## config.mk

```make
export PLATFORM = sky130hd
export DESIGN_NAME = if_fetch_unit_flat
export DESIGN_NICKNAME = d
export VERILOG_FILES = /design/src/rtl/if_fetch_unit_if.sv /design/src/rtl/if_fetch_unit.sv /design/src/flat_wrapper.sv
export SDC_FILE = /design/constraint.sdc
export NUM_CORES = 1
export LEC_CHECK = 0
export CORE_MARGIN = 1.5
export CORE_UTILIZATION = 50
export DETAILED_ROUTE_END_ITERATION = 7
export PLACE_DENSITY = 0.8
export RECOVER_POWER = 25
export SYNTH_ARGS = -nofsm -noshare
export SYNTH_HDL_FRONTEND = slang
export SYNTH_SLANG_ARGS = --single-unit
export TNS_END_PERCENT = 5
```

## constraint.sdc

```tcl
create_clock -name clk -period 7.5 [get_ports clk]
set_input_delay 1.5 -clock clk [delete_from_list [all_inputs] [get_ports clk]]
set_output_delay 1.5 -clock clk [all_outputs]
set_load 0.01 [all_outputs]
```

## src/rtl/if_fetch_unit_if.sv

```systemverilog
// if_fetch_unit_if: instruction-memory request (valid/ready) and response (valid-only) channels
interface if_fetch_unit_if #(parameter int XLEN = 32);
  logic            req_valid;
  logic            req_ready;
  logic [XLEN-1:0] req_addr;
  logic            rsp_valid;
  logic [XLEN-1:0] rsp_data;
  modport master(output req_valid, req_addr, input req_ready, rsp_valid, rsp_data);
  modport slave(input req_valid, req_addr, output req_ready, rsp_valid, rsp_data);
endinterface

```

## src/rtl/if_fetch_unit.sv

```systemverilog
// if_fetch_unit: single-outstanding IF stage loading IF/ID, optional misalign trap via IF_MISALIGN_TRAP_EN
module if_fetch_unit #(
  parameter int              XLEN      = 32,
  parameter logic [XLEN-1:0] NOP_INSTR = 32'h00000013
) (
  input  logic            clk,
  input  logic            reset,
  input  logic [XLEN-1:0] pc_i,
  input  logic            if_stall,
  input  logic            if_flush,
  if_fetch_unit_if.master imem,
  output logic [XLEN-1:0] if_id_pc,
  output logic [XLEN-1:0] if_id_instr,
  output logic            if_id_valid,
`ifdef IF_MISALIGN_TRAP_EN
  output logic            if_id_misalign,
`endif
  output logic            fetch_busy
);
  typedef enum logic [2:0] {IDLE, REQ, WAIT, HOLD, DROP} state_t;
  state_t state, state_n;
  logic [XLEN-1:0] req_pc, buf_pc, buf_instr;
  logic mis, hs, ld_rsp, ld_hold, ld_mis;
`ifdef IF_MISALIGN_TRAP_EN
  assign mis = |pc_i[1:0];
`else
  assign mis = 1'b0;
`endif
  always_comb begin
    imem.req_valid = state == REQ && !if_flush && !mis;
    imem.req_addr  = {pc_i[XLEN-1:2], 2'b00};
    hs             = imem.req_valid && imem.req_ready;
    ld_rsp         = state == WAIT && imem.rsp_valid && !if_stall && !if_flush;
    ld_hold        = state == HOLD && !if_stall && !if_flush;
    ld_mis         = state == REQ && !if_flush && mis;
    fetch_busy     = !(ld_rsp || ld_hold || ld_mis || if_flush);
    state_n        = state;
    case (state)
      IDLE:    state_n = REQ;
      REQ:     state_n = hs ? WAIT : REQ;
      WAIT:    state_n = !imem.rsp_valid ? (if_flush ? DROP : WAIT) : (if_flush || !if_stall) ? REQ : HOLD;
      HOLD:    state_n = (if_flush || !if_stall) ? REQ : HOLD;
      DROP:    state_n = imem.rsp_valid ? REQ : DROP;
      default: state_n = IDLE;
    endcase
  end
  always_ff @(posedge clk or posedge reset) begin
    if (reset) begin
      state       <= IDLE;
      req_pc      <= '0;
      buf_pc      <= '0;
      buf_instr   <= NOP_INSTR;
      if_id_pc    <= '0;
      if_id_instr <= NOP_INSTR;
      if_id_valid <= 1'b0;
    end else begin
      state <= state_n;
      if (hs) req_pc <= pc_i;
      if (state == WAIT && imem.rsp_valid && if_stall && !if_flush) {buf_pc, buf_instr} <= {req_pc, imem.rsp_data};
      if (if_flush) {if_id_pc, if_id_instr, if_id_valid} <= {{XLEN{1'b0}}, NOP_INSTR, 1'b0};
      else if (ld_rsp) {if_id_pc, if_id_instr, if_id_valid} <= {req_pc, imem.rsp_data, 1'b1};
      else if (ld_hold) {if_id_pc, if_id_instr, if_id_valid} <= {buf_pc, buf_instr, 1'b1};
      else if (ld_mis) {if_id_pc, if_id_instr, if_id_valid} <= {pc_i, NOP_INSTR, 1'b1};
    end
  end
`ifdef IF_MISALIGN_TRAP_EN
  always_ff @(posedge clk or posedge reset) begin
    if (reset) if_id_misalign <= 1'b0;
    else if (if_flush || ld_rsp || ld_hold || ld_mis) if_id_misalign <= ld_mis;
  end
`endif
endmodule

```

## src/flat_wrapper.sv

```systemverilog
// flat-port wrapper written by rule: the top's interface ports become plain ports
module if_fetch_unit_flat 
#(
  parameter int              XLEN      = 32,
  parameter logic [XLEN-1:0] NOP_INSTR = 32'h00000013
)
  (clk, reset, pc_i, if_stall, if_flush, if_id_pc, if_id_instr, if_id_valid, fetch_busy, imem_req_valid, imem_req_addr, imem_req_ready, imem_rsp_valid, imem_rsp_data);
  if_fetch_unit_if #(.XLEN(XLEN)) imem_i ();
  input  logic clk;
  input  logic reset;
  input  logic [XLEN-1:0] pc_i;
  input  logic if_stall;
  input  logic if_flush;
  output logic [XLEN-1:0] if_id_pc;
  output logic [XLEN-1:0] if_id_instr;
  output logic if_id_valid;
  output logic fetch_busy;
  output wire logic [$bits(imem_i.req_valid)-1:0] imem_req_valid;
  output wire logic [$bits(imem_i.req_addr)-1:0] imem_req_addr;
  input wire logic [$bits(imem_i.req_ready)-1:0] imem_req_ready;
  input wire logic [$bits(imem_i.rsp_valid)-1:0] imem_rsp_valid;
  input wire logic [$bits(imem_i.rsp_data)-1:0] imem_rsp_data;
  assign imem_req_valid = imem_i.req_valid;
  assign imem_req_addr = imem_i.req_addr;
  assign imem_i.req_ready = imem_req_ready;
  assign imem_i.rsp_valid = imem_rsp_valid;
  assign imem_i.rsp_data = imem_rsp_data;
  if_fetch_unit #(.XLEN(XLEN), .NOP_INSTR(NOP_INSTR)) u_core (.clk(clk), .reset(reset), .pc_i(pc_i), .if_stall(if_stall), .if_flush(if_flush), .imem(imem_i), .if_id_pc(if_id_pc), .if_id_instr(if_id_instr), .if_id_valid(if_id_valid), .fetch_busy(fetch_busy));
endmodule
```

; After elaboration in Yosys (flattened, before gate mapping)
; Index checks and enable logic that the tools add are counted.
; Widths: inputs -> output; s select.
[op_classes]
n_mux = 15
reduce_logical = 17
eq_ne = 4
[op_table]
columns = cell, count
row1 = $mux 32, 6
row2 = $pmux 3 s5, 1
row3 = $logic_and 1x1->1, 9
row4 = $mux 3, 3
row5 = $eq 3x2->1 const B, 2
row6 = $mux 2, 2
row7 = $eq 3x1->1 const B, 1
row8 = $eq 3x3->1 const B, 1
row9 = $logic_not 1->1, 3
row10 = $logic_not 3->1, 1
row11 = $logic_or 1x1->1, 3
row12 = $mux 1, 3
row13 = $reduce_bool 3->1, 1
[word_totals]
output_inout_bits = 99
elab_cells = 43
register_bits = 164

; Logic depth before layout (Yosys ltp)
; Gate-level depths: netlist of the first run.
[logic_depth]
word_depth = 7
mapped_depth = 6
mapped_depth_nobuf = 3

; Least setup slack after synthesis of the first run
; OpenSTA, ideal clock, no wires.
[synth_timing]
path_type = input -> output
startpoint = input port imem_rsp_valid
endpoint = output port fetch_busy
n_path_buf = 3
slack_ns = 3.619
stages = 5
required_ns = 6.000
t_arrival_ns = 2.381
path_cell_list = buf_4 > o21ba_2 > a21oi_1 > buf_2 > buf_2
[synth_via]
elab_chain_len = 6
[synth_rtl]
columns = element, line
row1 = from (decl), flat_wrapper.sv:21  ; input wire logic [$bits(imem_i.rsp_valid)-1:0] imem_rsp_valid;
row2 = $logic_and 1x1->1 (3 in series), if_fetch_unit.sv:33  ; ld_rsp = state == WAIT && imem.rsp_valid && !if_stall && !if_flush;
row3 = $logic_or 1x1->1 (2 in series), if_fetch_unit.sv:36  ; fetch_busy = !(ld_rsp || ld_hold || ld_mis || if_flush);
row4 = $logic_not 1->1, if_fetch_unit.sv:36
row5 = to (decl), flat_wrapper.sv:17  ; output logic fetch_busy;
; Every way passes these cells.

==> results.txt, run 1 <==
The flow ran to the end, but the final reports show violations. The final reports fail on max-capacitance violations, max-slew violations. The total overflow reported by the global router came out at 0. The global routing stage identified its most utilized layer as met2. For this design, the slowest cell found on the critical path is clkinvlp_2. The fraction of the mapped netlist area in simple logic gates is 0.0511, and the die outline area is 15000 um^2.

The run gives 0.513 as the starting density of the core. The run gives 557 as the synthesized instance count. The flip-flop and latch count after synthesis is 164. The run gives 0.575 as the post-synthesis sequential area ratio. The completed layout was analyzed and its total power is 2200 uW. In this run the critical register-to-register path is captured at u_core.buf_pc[7]$_DFFE_PP0P_. The run gives 0 as the number of buffers added to fix hold violations after cts. Startpoint type of the worst setup path: an input pin. The tools report the number of buffers inserted during clock tree synthesis as 17. The clock drives 164 sinks. The layout has 998 filler cells.

Number of cells on the critical path: 2. The residual DRC count was 0; the static leakage was 0.00398 uW. The post-synthesis adder-cell area fraction is 0, and the maximum vdd ir drop is 0.000189 V. The total area inside the core boundary comes to 13900 um^2.

The wire-length estimate of the detail-placed layout is 10.5 mm. The worst reg2reg path startpoint was u_core.state[0]$_DFF_PP0_. The met2 track demand over resource in global routing came out at 0.373. In this run the clock root is driven by a clkbuf_16.

After synthesis, the largest family of logic cells by area is multiplexers. The critical path starts at reset. Measured along the y axis, the die boundary spans 123 um.

The tools report the final count of negative-setup-slack endpoints as 0. In the routed layout, each cell is associated on average with a via count of 5.56. The global-route track usage on met3 is 0.0479. In this run, placement finished with an instance count of 833. CTS built an H-tree with a depth of 4. The post-CTS clock slew at the launch and capture registers of the worst setup and hold paths was 0.06 ns. The clock arrives with 0.00699 ns of skew. Entering global routing, the biggest net connects 107 pins.

The worst setup slack for register-to-register paths is 3.83 ns. After detailed routing, the average wire length per cell comes to 18.8 um. The global routing usage on met1 is 0.282, and the maximum clock frequency is 196 MHz. 0 antenna diodes ended up in the layout. The first detailed-routing pass ran for 4 iterations. In this design, the stage delay of the slowest critical-path cell is 2.50 ns. The post-cts sizing count was 0. In this run the worst path has a maximum fanout of 106. Following the worst setup path forward leads to its endpoint at u_core.state[0]$_DFF_PP0_.

The count of distinct cell types in the synthesized netlist was 34; the largest buffer count on any clock path was 2. The run gives 0 as the count of endpoints failing hold in the final timing report. The cell count of the worst reg-to-reg path is 5. The smallest clock period supported by the final layout is computed as 5.09 ns. In this run the cell area of the synthesized design comes to 7150 um^2. The path class of the lowest-slack min-delay path was flip-flop to flip-flop. Post-CTS timing repair inserted 0 buffers for setup. In the final design database the tool counted 742 nets. The xor-xnor portion of the synthesized cell area is 0. The slew at the pin closest to its max-slew limit works out to 4.45 ns. The reported max-cap violation count is 1. The run gives 0 as the Yosys warning count. The dominant delay contributor by cell family on the critical path was buffers and inverters.

The proportion of layout cells with a drive suffix above 1 is 0.191. The count of cells in the finished layout, fillers not included, comes to 865. Routability-driven placement finished with a final weighted congestion of 0.756.

STA puts the critical path data required time at 6.98 ns. TritonCTS built the clock tree. At the worst endpoint, the arrival time is 4.57 ns. Traced cell by cell, the critical path runs through dlygate4sd3_1 > clkinvlp_2. The worst setup path is of the input pin to async pin kind.

For this design the ratio of total power to cell area is 242 nW/um^2. In this run, the number of DRC markers left after iteration 0 of detailed routing was 296. Setup repair after global routing left no endpoint under its margin.

The ratio of final minimum period to clock period is 0.679, and the overall die width is 123 um. The multiplexer share of the synthesized area is 0.153. The number of antenna violations at the first check in global routing is 0. The run gives 169 as the number of ports placed on the die boundary. The number of antenna-violating nets in the routed design was 0; the number of buffer and inverter instances along the worst setup path was 2. Counting flops with a built-in enable in the synthesized netlist gives 0. The first global-routing pass estimated 25.9 mm of wire. The worst setup path is captured at an async pin. The share of flip-flops with an asynchronous set or reset after synthesis works out to 1.00. The complex-gate fraction of the synthesized area is 0.140, and the remaining max-slew budget at the tightest pin is -1.98. In this run the mean area of a mapped cell was 12.8 um^2. The routed design has 16.3 mm of wire. In the final timing run, aggregate negative setup slack is 0 ns.

Source-to-sink clock delay at the later pin of the worst-skew pair: 0.42 ns. The logs give 5044 for the number of global-route vias before repair and 0.227 for the global-route usage over all layers. The total vias in the final route is 4810, and the quantity of I/O buffers inserted on ports is 166.

For this run, the leading register cell type out of synthesis is dfrtp_1. The max-slew violation total from the final report came out at 107. The row count is 43.

Compared with the post-synthesis result, the final layout area differs by 27.1%.
-- worst min-delay path by stage --
stage,endpoint,start,cells past startpoint
final,u_core.if_id_instr[22]$_DFFE_PP0P_,u_core.if_id_instr[22]$_DFFE_PP0P_,1
after global routing,u_core.if_id_instr[0]$_DFFE_PP1P_,u_core.if_id_instr[0]$_DFFE_PP1P_,2
after CTS,u_core.buf_pc[11]$_DFFE_PP0P_,u_core.buf_pc[11]$_DFFE_PP0P_,1
after detailed placement,u_core.if_id_instr[22]$_DFFE_PP0P_,u_core.if_id_instr[22]$_DFFE_PP0P_,1
after global placement,u_core.buf_pc[11]$_DFFE_PP0P_,u_core.buf_pc[11]$_DFFE_PP0P_,1
after floorplan,u_core.buf_pc[0]$_DFFE_PP0P_,u_core.buf_pc[0]$_DFFE_PP0P_,1
-- sequential cells by signal (all words and copies together), names as in the netlist --
| register | count |
|---|---|
| u_core.buf_instr | 32 |
| u_core.buf_pc | 32 |
| u_core.if_id_instr | 32 |
| u_core.if_id_pc | 32 |
| u_core.if_id_valid | 1 |
| u_core.req_pc | 32 |
| u_core.state | 3 |
-- final cells by class --
cell class	count	area (um^2)	area share
Clock buffer	27	483	0.0532
Clock inverter	5	50.0	0.00551
Inverter	5	20.0	0.00220
Multi-Input combinational cell	312	2490	0.274
Sequential cell	164	4110	0.453
Tap cell	180	225	0.0248
Timing Repair Buffer	172	1710	0.188
-- cell families (layout without fill, tap and decap cells) --
kind of cell | after synthesis | in the layout
mux | 97 | 97
flops | 164 | 164
other cells | 1 | 2
compound gates | 136 | 136
simple gates | 77 | 77
buf+inv | 82 | 209
-- synth_stat cells (2+ instances only) --
cell,n,area (um^2)
inv_1,5,18.8
mux2_1,10,113
buf_6,17,191
clkbuf_1,15,56.3
nor3_1,2,10.0
mux2_2,86,968
buf_4,34,255
a22oi_1,32,240
nand2_1,64,240
dfstp_2,6,158
a21oi_1,5,25.0
o22ai_1,2,12.5
o21ai_0,33,165
nor2b_1,2,12.5
buf_2,9,45.0
dfrtp_1,158,3950
o2bb2ai_1,30,263
a22o_1,31,272
-- cells in the final DEF (no fill, tap or decap), drive strengths merged, types with 5 or more instances in the layout --
cell           count
a22o              31
buf                6
dfrtp            158
nand2             65
a21oi              5
clkbuf            27
dfstp              6
a22oi             32
o21ai             33
mux2              96
o2bb2ai           30
clkdlybuf4s50    164
-- power breakdown --
part	internal [uW]	leakage, uW	switching [uW]
Combinational	181	0.00155	144
Clock	472	0.000263	322
Sequential	1000	0.00217	78.4
Total	1650	0.00398	544
-- metal layers --
metal | share of wire | vias up
met5 | 0 | -
met1 | 0.42 | 2431
li1 | - | 2194
met2 | 0.51 | 145
met3 | 0.042 | 40
met4 | 0.030 | 0
-- through the flow --
step	worst slack, ns	hold slack [ns]	cell area [um^2]	util
2_1_floorplan	1.58	0.458	7150	-
3_3_place_gp	2.52	0.468	8560	0.614
3_5_place_dp	2.45	0.474	8560	0.614
4_1_cts	2.66	0.490	9090	0.652
5_1_grt	1.43	0.514	9080	0.652
6_report	2.41	0.483	9080	0.652
Power figures use the tool's default switching activity.
==> run 2, diff against run 1 <==
CORE_UTILIZATION = 45   (was 50)
PLACE_DENSITY = 0.76   (was 0.8)
clock period = 4.3 ns   (was 7.5 ns; I/O delays follow)
==> results.txt, run 2 (same netlist as run 1, synthesis figures left out) <==
The flow ran to the end, and the final reports show no timing, DRC or antenna violations. The height of the die is 129 um (+5.3%). The post-CTS setup buffer count is 0 (unchanged). The cell count of the worst reg-to-reg path works out to 4 (-1).

The number of antenna repair diodes is 0 (unchanged), and the die outline area is 16700 um^2 (+11%). For the power after layout, the log shows 4100 uW (+87%). The clock root buffer was clkbuf_16. In the layout the commonest cells are 165 x clkdlybuf4s50_1, 157 x dfrtp_1, 86 x mux2_2. TritonCTS built the clock tree. The logs give 2 (unchanged) for the largest buffer count on any clock path and 0 (unchanged) for the number of antenna violations at the first check in global routing. The slew at the pin closest to its max-slew limit was 1.38 ns (-3.07 ns). The proportion of layout cells with a drive suffix above 1 came out at 0.202 (+0.0108). The setup path with the least slack is of type input pin to output pin. For the total overflow reported by the global router, the log shows 0 (unchanged).

Cell repeated most along the worst path: clkdlybuf4s50_1. The part of the total power dissipated in combinational logic was 0.138 (-0.010). Final worst setup slack: 0.915 ns (-1.49 ns).

Final weighted congestion of routability-driven global placement: 0.750 (-0.82%). The sum of routed wire length over all layers is 16.3 mm (about the same), and the residual DRC count is 0 (unchanged). The tools report the number of antenna-violating nets in the routed design as 0 (unchanged). The quantity of I/O buffers inserted on ports was 166 (unchanged); the number of buffer and inverter instances along the worst setup path was 2 (unchanged). The min-delay analysis places its worst path in the category flip-flop to flip-flop. The area of placed instances is 8640 um^2 (+0.94%).

The switching share of power was 0.236 (-0.0120); the total vias in the final route was 4863 (+1.1%). The tools report the worst clock skew as 0.00891 ns (+0.00192 ns). The reported max-cap violation count is 0 (-1), and the net switching power is 966 uW (+78%). Longest individual stage delay on the worst path: 0.64 ns (-1.86 ns).

The dominant delay contributor by cell family on the critical path was buffers and inverters. The overall die width is 129 um (+5.3%). The signal on the critical path passes through clkdlybuf4s50_1 > nor4b_4 > clkdlybuf4s50_1. The run gives 0.486 ns (+0.00329 ns) as the worst hold slack.

For the count of endpoints failing hold in the final timing report, the log shows 0 (unchanged). The power density relative to cell area is 442 nW/um^2 (+83%). Maximum fanout encountered on the critical timing path: 8 (-92%).

The most common cell after layout, fill and taps aside was clkdlybuf4s50_1. The logs give 3140 uW (+90%) for the internal cell power and 0 (unchanged) for the number of buffers added to fix hold violations after cts. The proportion of power drawn by the clock network is 0.405 (+0.044). The run gives 17 (unchanged) as the number of buffers inserted during clock tree synthesis. The number of ports placed on the die boundary was 169 (unchanged).

The logs give 82 (-23%) for the largest net degree at the start of global routing and 0.908 ns (-1.55 ns) for the setup slack after placement. The logs give 5042 (-0.040%) for the number of global-route vias before repair and 0.42 ns (about the same) for the source-to-sink clock delay at the later pin of the worst-skew pair. The area added between synthesis and finish is 29.8%, and the starting density of the core is 0.465 (-0.0479). The run gives 0.000264 V (+40%) as the maximum vdd ir drop.

The cell with the largest stage delay on the worst path was clkdlybuf4s50_1. The critical path arrival is 2.53 ns (-2.04 ns). The tools report the summed area of non-filler cells in the final layout as 9280 um^2 (+2.1%). The logs give 3.44 ns (-3.54 ns) for the endpoint required time on the critical path and 2.18 ns (-1.65 ns) for the worst setup slack for register-to-register paths.

The number of optimization iterations in the first detailed-route pass was 4 (unchanged); the ratio of final minimum period to clock period was 0.787. For the post-cts sizing count, the log shows 0 (unchanged). The run gives 0 (unchanged) as the final count of negative-setup-slack endpoints.

The logs give 0.00405 uW (+2.0%) for the static leakage and 0.206 (-0.0209) for the global-route usage over all layers. The run gives 4 (unchanged) as the H-tree depth. The logs give 26.2 mm (+1.2%) for the first-pass GRT wire length and 295 MHz for the maximum clock frequency. The number of cells on the critical path is 3 (+1), and the number of nets at the end of the flow is 746 (+0.54%).

The core box area came out at 15400 um^2 (+10%). Setup total negative slack: 0 ns (unchanged). Average detailed-routed wire length per instance: 18.1 um (-3.8%).

STA classifies the critical path endpoint as an output pin. The post-CTS clock slew at the launch and capture registers of the worst setup and hold paths is 0.06 ns (about the same). The startpoint type of the worst setup path was an input pin. The max-slew violation total from the final report is 0 (-100%), and the instance count along the most critical hold path is 2 (+1). Average vias per placed instance: 5.41 (-2.7%). The DRC violation total after the first TritonRoute iteration is 175 (-41%).

After layout, the minimum clock period comes to 3.39 ns. The share of total power in sequential cells is 0.457 (-0.034). The run gives 45 (+4.7%) as the row count. Placed wire-length estimate: 10.3 mm (-1.5%). Setup repair after global routing left no endpoint under its margin.

The remaining max-slew budget at the tightest pin is 0.0791 (+2.06), and the clock sink total is 164 (unchanged).
[run 2: worst paths after layout]
| path | startpoint | end |
|---|---|---|
| worst max-delay path | if_flush | imem_req_valid |
| worst min-delay path | u_core.if_id_instr[4]$_DFFE_PP1P_ | u_core.if_id_instr[4]$_DFFE_PP1P_ |
| worst max register to register | u_core.state[0]$_DFF_PP0_ | u_core.if_id_pc[24]$_DFFE_PP0P_ |
| worst min register to register | u_core.if_id_instr[4]$_DFFE_PP1P_ | u_core.if_id_instr[4]$_DFFE_PP1P_ |
| max in group asynchronous | reset | u_core.state[0]$_DFF_PP0_ |
| min in group asynchronous | reset | u_core.if_id_pc[12]$_DFFE_PP0P_ |
[run 2: cell type report]
type / instances / area (um^2)
inverters: 5 / 20.0
well taps: 211 / 264
multi-input cells: 312 / 2490
fillers: 1212 / 6090
clock inverters: 9 / 174
clock buffers: 22 / 474
flip-flops and latches: 164 / 4110
repair buffers: 176 / 1750
[run 2: worst reg2reg max path: cells and delay by family (launching register included)]
| family | cells | cell delay [ns] |
|---|---|---|
| DFF | 1 | 0.63 |
| buffers and inverters | 1 | 0.66 |
| AOI/OAI and AO/OA | 3 | 0.77 |
[run 2: power by group through the flow]
stage	clock network (uW)	logic [uW]	registers, uW
4_1_cts	1690	577	1870
6_report	1660	566	1870
5_1_grt	1760	626	1900
3_5_place_dp	0	573	1900
3_3_place_gp	0	549	1880
2_1_floorplan	0	394	1860
[run 2: metrics by stage]
| step | utilization | std cells |
|---|---|---|
| 6_report | 0.604 | 899 |
| 5_1_grt | 0.604 | 899 |
| 4_1_cts | 0.604 | 899 |
| 3_5_place_dp | 0.562 | 868 |
| 3_3_place_gp | 0.562 | 868 |
| 2_1_floorplan | - | 558 |
[run 2: routing by layer]
layer / global-route usage / part of all wire / routed length [um]
met1: 0.259 / 0.42 / 6850
met2: 0.349 / 0.52 / 8530
met3: 0.0483 / 0.037 / 605
met4: 0.0747 / 0.019 / 315
met5: 0 / 0 / 0
==> run 3, diff against run 2 <==
clock period = 2.9 ns   (was 4.3 ns; I/O delays follow)
==> results.txt, run 3 (same netlist as run 1, synthesis figures left out) <==
The run finished with clean final reports. The worst setup path is launched from an input pin. Reported max-cap violation count: 0 (unchanged). The static leakage is 0.00409 uW (+0.76%). Leaving out fill and tap cells, the most frequent cell in the layout is clkdlybuf4s50_1.

For the total met3 wirelength after detailed routing, the log shows 609 um (+0.66%). The number of nets at the end of the flow was 755 (+1.2%). The tools report the setup slack after placement as 0.308 ns (-0.600 ns). Relative to the synthesized area, the layout overhead comes to 30.6%. The proportion of layout cells with a drive suffix above 1 was 0.214 (+0.0117); the number of optimization iterations in the first detailed-route pass was 5 (+1). The global-route usage over all layers is 0.204 (-0.00189), and the post-cts sizing count is 0 (unchanged).

Traced cell by cell, the critical path runs through clkdlybuf4s50_1 > o21ba_2 > a21oi_4 > clkdlybuf4s50_1. The maximum vdd ir drop is 0.000379 V (+44%). The count of endpoints failing hold in the final timing report is 0 (unchanged).

The tools report the final weighted congestion of routability-driven global placement as 0.799 (+6.5%). The tools report the number of antenna violations at the first check in global routing as 0 (unchanged). The placed wire-length estimate was 10.7 mm (+4.2%); the clock sink total was 164 (unchanged). The path with the worst hold slack has its endpoint at u_core.if_id_instr[4]$_DFFE_PP1P_. The slew at the pin closest to its max-slew limit was 1.42 ns (+0.0393 ns); the endpoint required time on the critical path was 2.32 ns (-1.12 ns). The cell with the largest stage delay on the worst path was clkdlybuf4s50_1.

The average vias per placed instance was 5.35 (-1.1%). The clock period could shrink to 2.60 ns. The ratio of final minimum period to clock period is 0.896. The remaining max-slew budget at the tightest pin is 0.0476 (-0.0314), and the wire length on met1 is 6.76 mm (-1.3%). The die outline area is 16700 um^2 (unchanged).

In this run the top signal layer used is met4. For the max-slew violation total from the final report, the log shows 0 (unchanged). The tightest min-delay check is of the flip-flop to flip-flop type. The run gives 0 (unchanged) as the number of buffers added to fix hold violations after cts. The DRC violation total after the first TritonRoute iteration is 167 (-4.6%), and the number of buffers inserted during clock tree synthesis is 17 (unchanged). The largest buffer count on any clock path is 2 (unchanged), and the starting density of the core is 0.465 (unchanged).

The run gives 0 ns (unchanged) as the setup total negative slack. The worst register-to-register path ends at u_core.if_id_instr[1]$_DFFE_PP1P_. The average detailed-routed wire length per instance was 18.0 um (-0.74%).

The library cells used most frequently in the layout, excluding fill and tap cells, are 165 x clkdlybuf4s50_1, 157 x dfrtp_1, 86 x mux2_2. The number of global-route vias before repair is 5073 (+0.61%). The worst hold slack came out at 0.487 ns (+0.00111 ns). In this design, the critical path's most frequently occurring cell is clkdlybuf4s50_1.

The post-CTS clock slew at the launch and capture registers of the worst setup and hold paths works out to 0.06 ns (about the same). The detailed-routed wire length on met2 is 8.68 mm (+1.8%), and the area of placed instances is 8750 um^2 (+1.4%). The critical path arrival is 2.02 ns (-0.51 ns), and the final worst setup slack is 0.300 ns (-0.615 ns). Setup repair after global routing left no endpoint under its margin. The post-CTS setup buffer count came out at 0 (unchanged). The logs give 15400 um^2 (unchanged) for the core box area and 0 (unchanged) for the final count of negative-setup-slack endpoints. The worst clock skew was 0.0157 ns (+0.00678 ns); the quantity of I/O buffers inserted on ports was 166 (unchanged). The logs give 0 (unchanged) for the residual DRC count and 77 (-6.1%) for the largest net degree at the start of global routing.

The power density relative to cell area is 638 nW/um^2 (+44%). The overall die width works out to 129 um (unchanged). Derived from the worst setup path, the maximum achievable clock frequency is 385 MHz.

The number of filler cells placed in the layout came out at 1181 (-2.6%). The worst hold path begins at u_core.if_id_instr[4]$_DFFE_PP1P_. The clock root buffer was clkbuf_16.

The longest individual stage delay on the worst path was 0.56 ns (-0.08 ns); the cell count of the worst reg-to-reg path was 4 (unchanged). The logs give 4110 um^2 (unchanged) for the flip-flop and latch area and 4 (unchanged) for the H-tree depth. The height of the die is 129 um (unchanged), and the worst setup slack for register-to-register paths is 0.89 ns (-1.29 ns). The summed area of non-filler cells in the final layout is 9340 um^2 (+0.63%).

The post-layout instance count excluding filler cells is 908 (+1.0%), and the maximum fanout encountered on the critical timing path is 4 (-4). STA classifies the critical path endpoint as an output pin. TritonCTS built the clock tree. The number of antenna repair diodes is 0 (unchanged). The worst register-to-register path begins at u_core.state[0]$_DFF_PP0_. The total overflow reported by the global router came out at 0 (unchanged). The number of ports placed on the die boundary was 169 (unchanged); the total vias in the final route was 4860 (-0.062%).

For the area occupied by multi-input gates, the log shows 2490 um^2 (unchanged). Sum of routed wire length over all layers: 16.3 mm (+0.26%). The logs give 0.43 ns (about the same) for the source-to-sink clock delay at the later pin of the worst-skew pair and 26.0 mm (-1.1%) for the first-pass GRT wire length.

The critical path start-end classification is input pin to output pin. Row count: 45 (unchanged). The number of antenna-violating nets in the routed design was 0 (unchanged); the number of cells after detailed placement was 877 (+1.0%). The instance count along the most critical hold path came out at 2 (unchanged).
==> run 3: worst max-delay path, delay by kind of cell <==
kind | cells | cell delay, ns
AO/OA/AOI/OAI | 2 | 0.40
buffers and inverters | 2 | 1.04
==> run 3: worst max-delay path by stage <==
stage	slack, ns	start	endpoint
2_1_floorplan	0.24	reset	u_core.buf_instr[10]$_DFFE_PP0P_
3_3_place_gp	0.33	imem_rsp_valid	fetch_busy
3_5_place_dp	0.31	if_flush	u_core.if_id_instr[30]$_DFFE_PP0P_
4_1_cts	0.30	imem_rsp_valid	fetch_busy
5_1_grt	0.24	reset	u_core.if_id_pc[26]$_DFFE_PP0P_
6_report	0.30	imem_rsp_valid	fetch_busy
==> run 3: power breakdown <==
group / leakage (uW) / internal [uW] / switching [uW]
clock network: 0.000305 / 1460 / 863
logic: 0.00161 / 480 / 374
registers: 0.00217 / 2590 / 190
total: 0.00409 / 4530 / 1430
==> run 3: final cells by class <==
class / instances / area share
Inverter: 5 / 0.00214
Clock buffer: 23 / 0.0533
Timing Repair Buffer: 185 / 0.196
Multi-Input combinational cell: 312 / 0.266
Clock inverter: 8 / 0.0130
Tap cell: 211 / 0.0283
Sequential cell: 164 / 0.440
==> run 3: routing by layer <==
layer | GRT usage | vias to the layer above
li1 | - | 2223
met1 | 0.255 | 2480
met2 | 0.350 | 134
met3 | 0.0388 | 23
met4 | 0.0820 | 0
met5 | 0 | -
==> run 3: metrics by stage <==
stage,total power [uW],utilization
2_1_floorplan,3340,-
3_3_place_gp,3620,0.569
3_5_place_dp,3680,0.569
4_1_cts,6010,0.610
5_1_grt,6210,0.607
6_report,5950,0.607
==> variant 1: new RTL, flow settings as in run 1 <==
`XLEN` is set to 32 in 3 places; all go to 48.
--- a/src/rtl/if_fetch_unit_if.sv
+++ b/src/rtl/if_fetch_unit_if.sv
@@ -1,3 +1,3 @@
 // if_fetch_unit_if: instruction-memory request (valid/ready) and response (valid-only) channels
-interface if_fetch_unit_if #(parameter int XLEN = 32);
+interface if_fetch_unit_if #(parameter int XLEN = 48);
   logic            req_valid;
--- a/src/rtl/if_fetch_unit.sv
+++ b/src/rtl/if_fetch_unit.sv
@@ -2,3 +2,3 @@
 module if_fetch_unit #(
-  parameter int              XLEN      = 32,
+  parameter int              XLEN      = 48,
   parameter logic [XLEN-1:0] NOP_INSTR = 32'h00000013
--- a/src/flat_wrapper.sv
+++ b/src/flat_wrapper.sv
@@ -3,3 +3,3 @@
 #(
-  parameter int              XLEN      = 32,
+  parameter int              XLEN      = 48,
   parameter logic [XLEN-1:0] NOP_INSTR = 32'h00000013
Ports: changed (5 resized); port bits go from 169 to 249. The function was not compared with the original's and may differ.
==> variant 1 against run 1 <==
- the run still ends with capacitance limit, slew limit left
- power increased by 51%
- wire length increased by 49%
- global-route usage decreased by 0.31 points
- synthesized area increased by 48%
- sequential cell count increased by 80
- cell area increased by 49%
- setup slack got worse by 690 ps
- largest cell class unchanged
==> variant 1: results (changes against run 1) <==
[global_routing]
grt_pass1_wl_mm=39.4  ; +52%
antenna_found_initial=1  ; +1
grt_start_max_net_pins=132  ; +23%
grt_pass1_vias=7483  ; +48%
track_usage_pct=22.3  ; -0.31 points

[clock_tree]
worstSkewPairLatency_ps=520  ; +100 ps
post_cts_buffers=0  ; unchanged
root_buffer=clkbuf_16
htreeDepth=1  ; -3
cts_buffers=26  ; +9
cts_resized=0  ; unchanged
path_clk_slew_ps=50
clockBufferDepth=3  ; +1

[status]
failed_checks=capacitance limit, slew limit
status=finished with violations

[logic_synthesis]
synthTopCellsByCount=dfrtp_1 (238), nand2_1 (122), mux2_2 (96)
synth_seq_area_share_pct=57.9  ; +0.40 points
synth_flop_cell=dfrtp_1
ys_types=36  ; +5.9%
synth_area_leaders=dfrtp_1 (56%), mux2_2 (10%), a22o_1 (5.0%), nand2_1 (4.3%), mux2_1 (4.3%)
yosys_warnings=0  ; unchanged
async_flop_share_pct=100  ; unchanged

[placed_design]
place_hpwl_mm=15.0  ; +43%
place_area_um2=12700  ; +49%
place.gp.congestion=0.762  ; +0.71%
port_buffers=246  ; +48%
pre_cts_ws_ps=2370  ; -78.8 ps

[worst_setup_path]
critPathSlowestCell=o31a_1
r2r_end=u_core.if_id_pc[34]$_DFFE_PP0P_
r2r_setup_slack_ps=4100  ; +270 ps
rr_worst_depth=4  ; -1
cpPeakStageDelay_ps=1150  ; -1350 ps
path_max_fanout=32  ; -70%
crit_family=buffers and inverters
rr_startpoint=u_core.state[0]$_DFF_PP0_

[pwr]
ir_drop_mv=0.161  ; -15%
leakage_uw=0.00610  ; +53%

[route]
first_pass_iters=4  ; unchanged
dr.first_iter.drc_count=316  ; +6.8%
vias=7249  ; +51%
routedWlPerCell_um=18.6  ; -1.4%

[worst_hold_path]
worstHoldPathCells=1  ; unchanged
worstHoldEndpoint=u_core.if_id_instr[20]$_DFFE_PP0P_
worstHoldStart=u_core.if_id_instr[20]$_DFFE_PP0P_
worstHoldPathType=reg2reg

[job]
drv_cap=1  ; unchanged

[cells_and_area]
drive_above_1_share_pct=15.7  ; -3.5 points
nNetsFinal=1117  ; +51%

[timing]
fin_skew_ps=12.3  ; +5.30 ps
relSlewSlack_pct=-34.1  ; +160 points
slew_viol_final=43  ; -60%

## variant 1: cells by family after synthesis
| logic type | count (synthesis) | synth area share, % |
|---|---|---|
| AO/OA/AOI/OAI | 197 | 13.7 |
| buffers and inverters | 119 | 7.00 |
| multiplexers | 146 | 15.9 |
| AND/OR/NAND/NOR | 137 | 5.44 |
| flip-flops | 244 | 57.9 |
| other | 1 | 0.0355 |
## variant 1: through the flow
step | instances | hold slack [ps]
2_1_floorplan | 845 | 458
3_3_place_gp | 1257 | 466
3_5_place_dp | 1257 | 474
4_1_cts | 1305 | 483
5_1_grt | 1306 | 491
6_report | 1306 | 480
## variant 1: worst max-delay path by stage
stage | start | endpoint | slack (ps) | cells past startpoint
6_report | if_stall | fetch_busy | 1720 | 4
4_1_cts | if_stall | fetch_busy | 2370 | 4
3_3_place_gp | if_flush | fetch_busy | 2400 | 4
5_1_grt | if_stall | fetch_busy | 1590 | 4
3_5_place_dp | if_stall | fetch_busy | 2370 | 4
2_1_floorplan | reset | u_core.buf_instr[10]$_DFFE_PP0P_ | 2800 | 1
## variant 1: layer usage
metal | global-route usage [%] | vias up | wire length (µm)
met5 | 0 | - | 0
met2 | 35.7 | 253 | 11500
met3 | 3.96 | 37 | 1450
met4 | 6.73 | 0 | 657
met1 | 31.4 | 3652 | 10700
li1 | - | 3307 | -
## variant 1: cell type report
cell class,instances,area (µm²)
Inverter,4,16.3
Fill cell,1564,6940
Multi-Input combinational cell,482,3690
Antenna cell,1,2.50
Sequential cell,244,6120
Tap cell,270,338
Timing Repair Buffer,257,2550
Clock buffer,44,800
Clock inverter,4,45.0
## variant 1: report_power, final
part | internal, µW | switching (µW) | total [µW]
Combinational | 261 | 203 | 464
Clock | 755 | 501 | 1260
Sequential | 1490 | 116 | 1600
==> variant 2: new RTL, config.mk and constraints of run 1 <==
Without the edit above. Re-encode `state_t` (5 states) as Gray code, 3 bits wide.
--- a/src/rtl/if_fetch_unit.sv
+++ b/src/rtl/if_fetch_unit.sv
@@ -19,3 +19,3 @@
 );
-  typedef enum logic [2:0] {IDLE, REQ, WAIT, HOLD, DROP} state_t;
+  typedef enum logic [2:0] {IDLE = 3'b000, REQ = 3'b001, WAIT = 3'b011, HOLD = 3'b010, DROP = 3'b110} state_t;
   state_t state, state_n;
Check against the original RTL: no difference found for any inputs over 4 cycles, from zero or initial values and one cycle with reset high; so few cycles prove little.
==> variant 2 against run 1 <==
- the flow still finishes with violations (capacitance limit, slew limit)
- register-to-register slack better by 850 ps
- hold slack worse by 8.0 ps
- utilization up 2.8 points
- wire length down 7.4%
- global-route usage down 1.2 points
- power up 30%
- cell area up 0.62%
- setup slack better by 63 ps
- sequential cell count unchanged
- first-iteration DRC count down 15%
- maximum frequency up 1.3%
- cell count up 0.35%
- die area down 2.4%
- synthesized area down 2.4%
==> variant 2: results (changes against run 1) <==
[global_routing]
antenna_found_initial=1  ; +1
grt_pass1_wl_mm=24.0  ; -7.3%
grt_pass1_vias=4884  ; -3.2%

[route]
routedWlPerCell_um=17.4  ; -7.7%
dr.first_iter.drc_count=252  ; -15%
viasPerCell=5.31  ; -4.5%

[timing]
slew_viol_final=82  ; -23%
fin_skew_ps=8.03  ; +1.04 ps
tightestPinTransition_ps=3480  ; -968 ps

[cells_and_area]
drive_above_1_share_pct=20.7  ; +1.6 points
nNetsFinal=748  ; +0.81%

[worst_hold_path]
worstHoldStart=u_core.if_id_pc[1]$_DFFE_PP0P_
worstHoldPathCells=2  ; +1

[status]
status=finished with violations
failed_checks=capacitance limit, slew limit

[worst_setup_path]
rr_worst_depth=4  ; -1
r2r_setup_slack_ps=4680  ; +850 ps
startpoint=if_flush

[logic_synthesis]
synth_seq_area_share_pct=58.9  ; +1.4 points
synthTopCellsByCount=dfrtp_1 (158), mux2_2 (96), nand2_1 (64)
synth_area_leaders=dfrtp_1 (57%), mux2_2 (15%), mux2i_1 (8.9%), o21ai_1 (4.4%), buf_4 (3.6%)

[placed_design]
place.gp.congestion=0.725  ; -4.1%

[pwr]
ir_drop_mv=0.174  ; -7.8%
leakage_uw=0.00383  ; -3.7%

[job]
drv_cap=1  ; unchanged

[variant 2: stage by stage]
step / area, µm² / setup WS [ps] / hold WS (ps) / instances / utilization, %
floorplan: 6980 / 1580 / 458 / 548 / -
global placement: 8550 / 2590 / 465 / 835 / 63.5
detailed placement: 8550 / 2560 / 474 / 835 / 63.5
CTS: 9140 / 2550 / 488 / 867 / 68.0
global route: 9140 / 2030 / 500 / 867 / 67.9
finish: 9140 / 2470 / 475 / 868 / 68.0
[variant 2: worst max-delay path, stage by stage]
cell and delay (ps):
dlygate4sd3_1 660, or3b_1 530, nor2_1 250, clkdlybuf4s50_1 590
[variant 2: layout make-up]
type,instances,area [µm²]
fill,1005,4310
sequential,164,4110
multi-input combinational,320,2490
timing repair buffer,172,1710
clock buffer,22,464
tap,176,220
clock inverter,10,130
inverter,3,12.5
antenna,1,2.50
[variant 2: per-layer routing]
layer	global-route usage, %	wire length, µm	vias to the layer above
met3	5.50	783	21
met4	7.65	229	0
met5	0	0	-
met1	27.0	6720	2337
met2	35.8	7350	128
li1	-	-	2125
[variant 2: logic make-up (layout without fill, tap and decap cells)]
logic type,count (synthesis),after routing,synth area share [%]
DFF,164,164,58.9
muxes,158,158,24.4
and+or+nand+nor,85,85,5.40
AOI/OAI and AO/OA,74,74,5.38
buffers and inverters,64,207,5.70
other,1,3,0.0538
xor gates and xnor gates,1,1,0.126
[variant 2: power groups by stage]
stage          Clock [µW]  Combinational [µW]  Sequential (µW)
6_report              873                 626             1350
4_1_cts               887                 642             1350
3_5_place_dp            0                 636             1360
2_1_floorplan           0                 441             1320
5_1_grt               927                 687             1380
3_3_place_gp            0                 605             1340
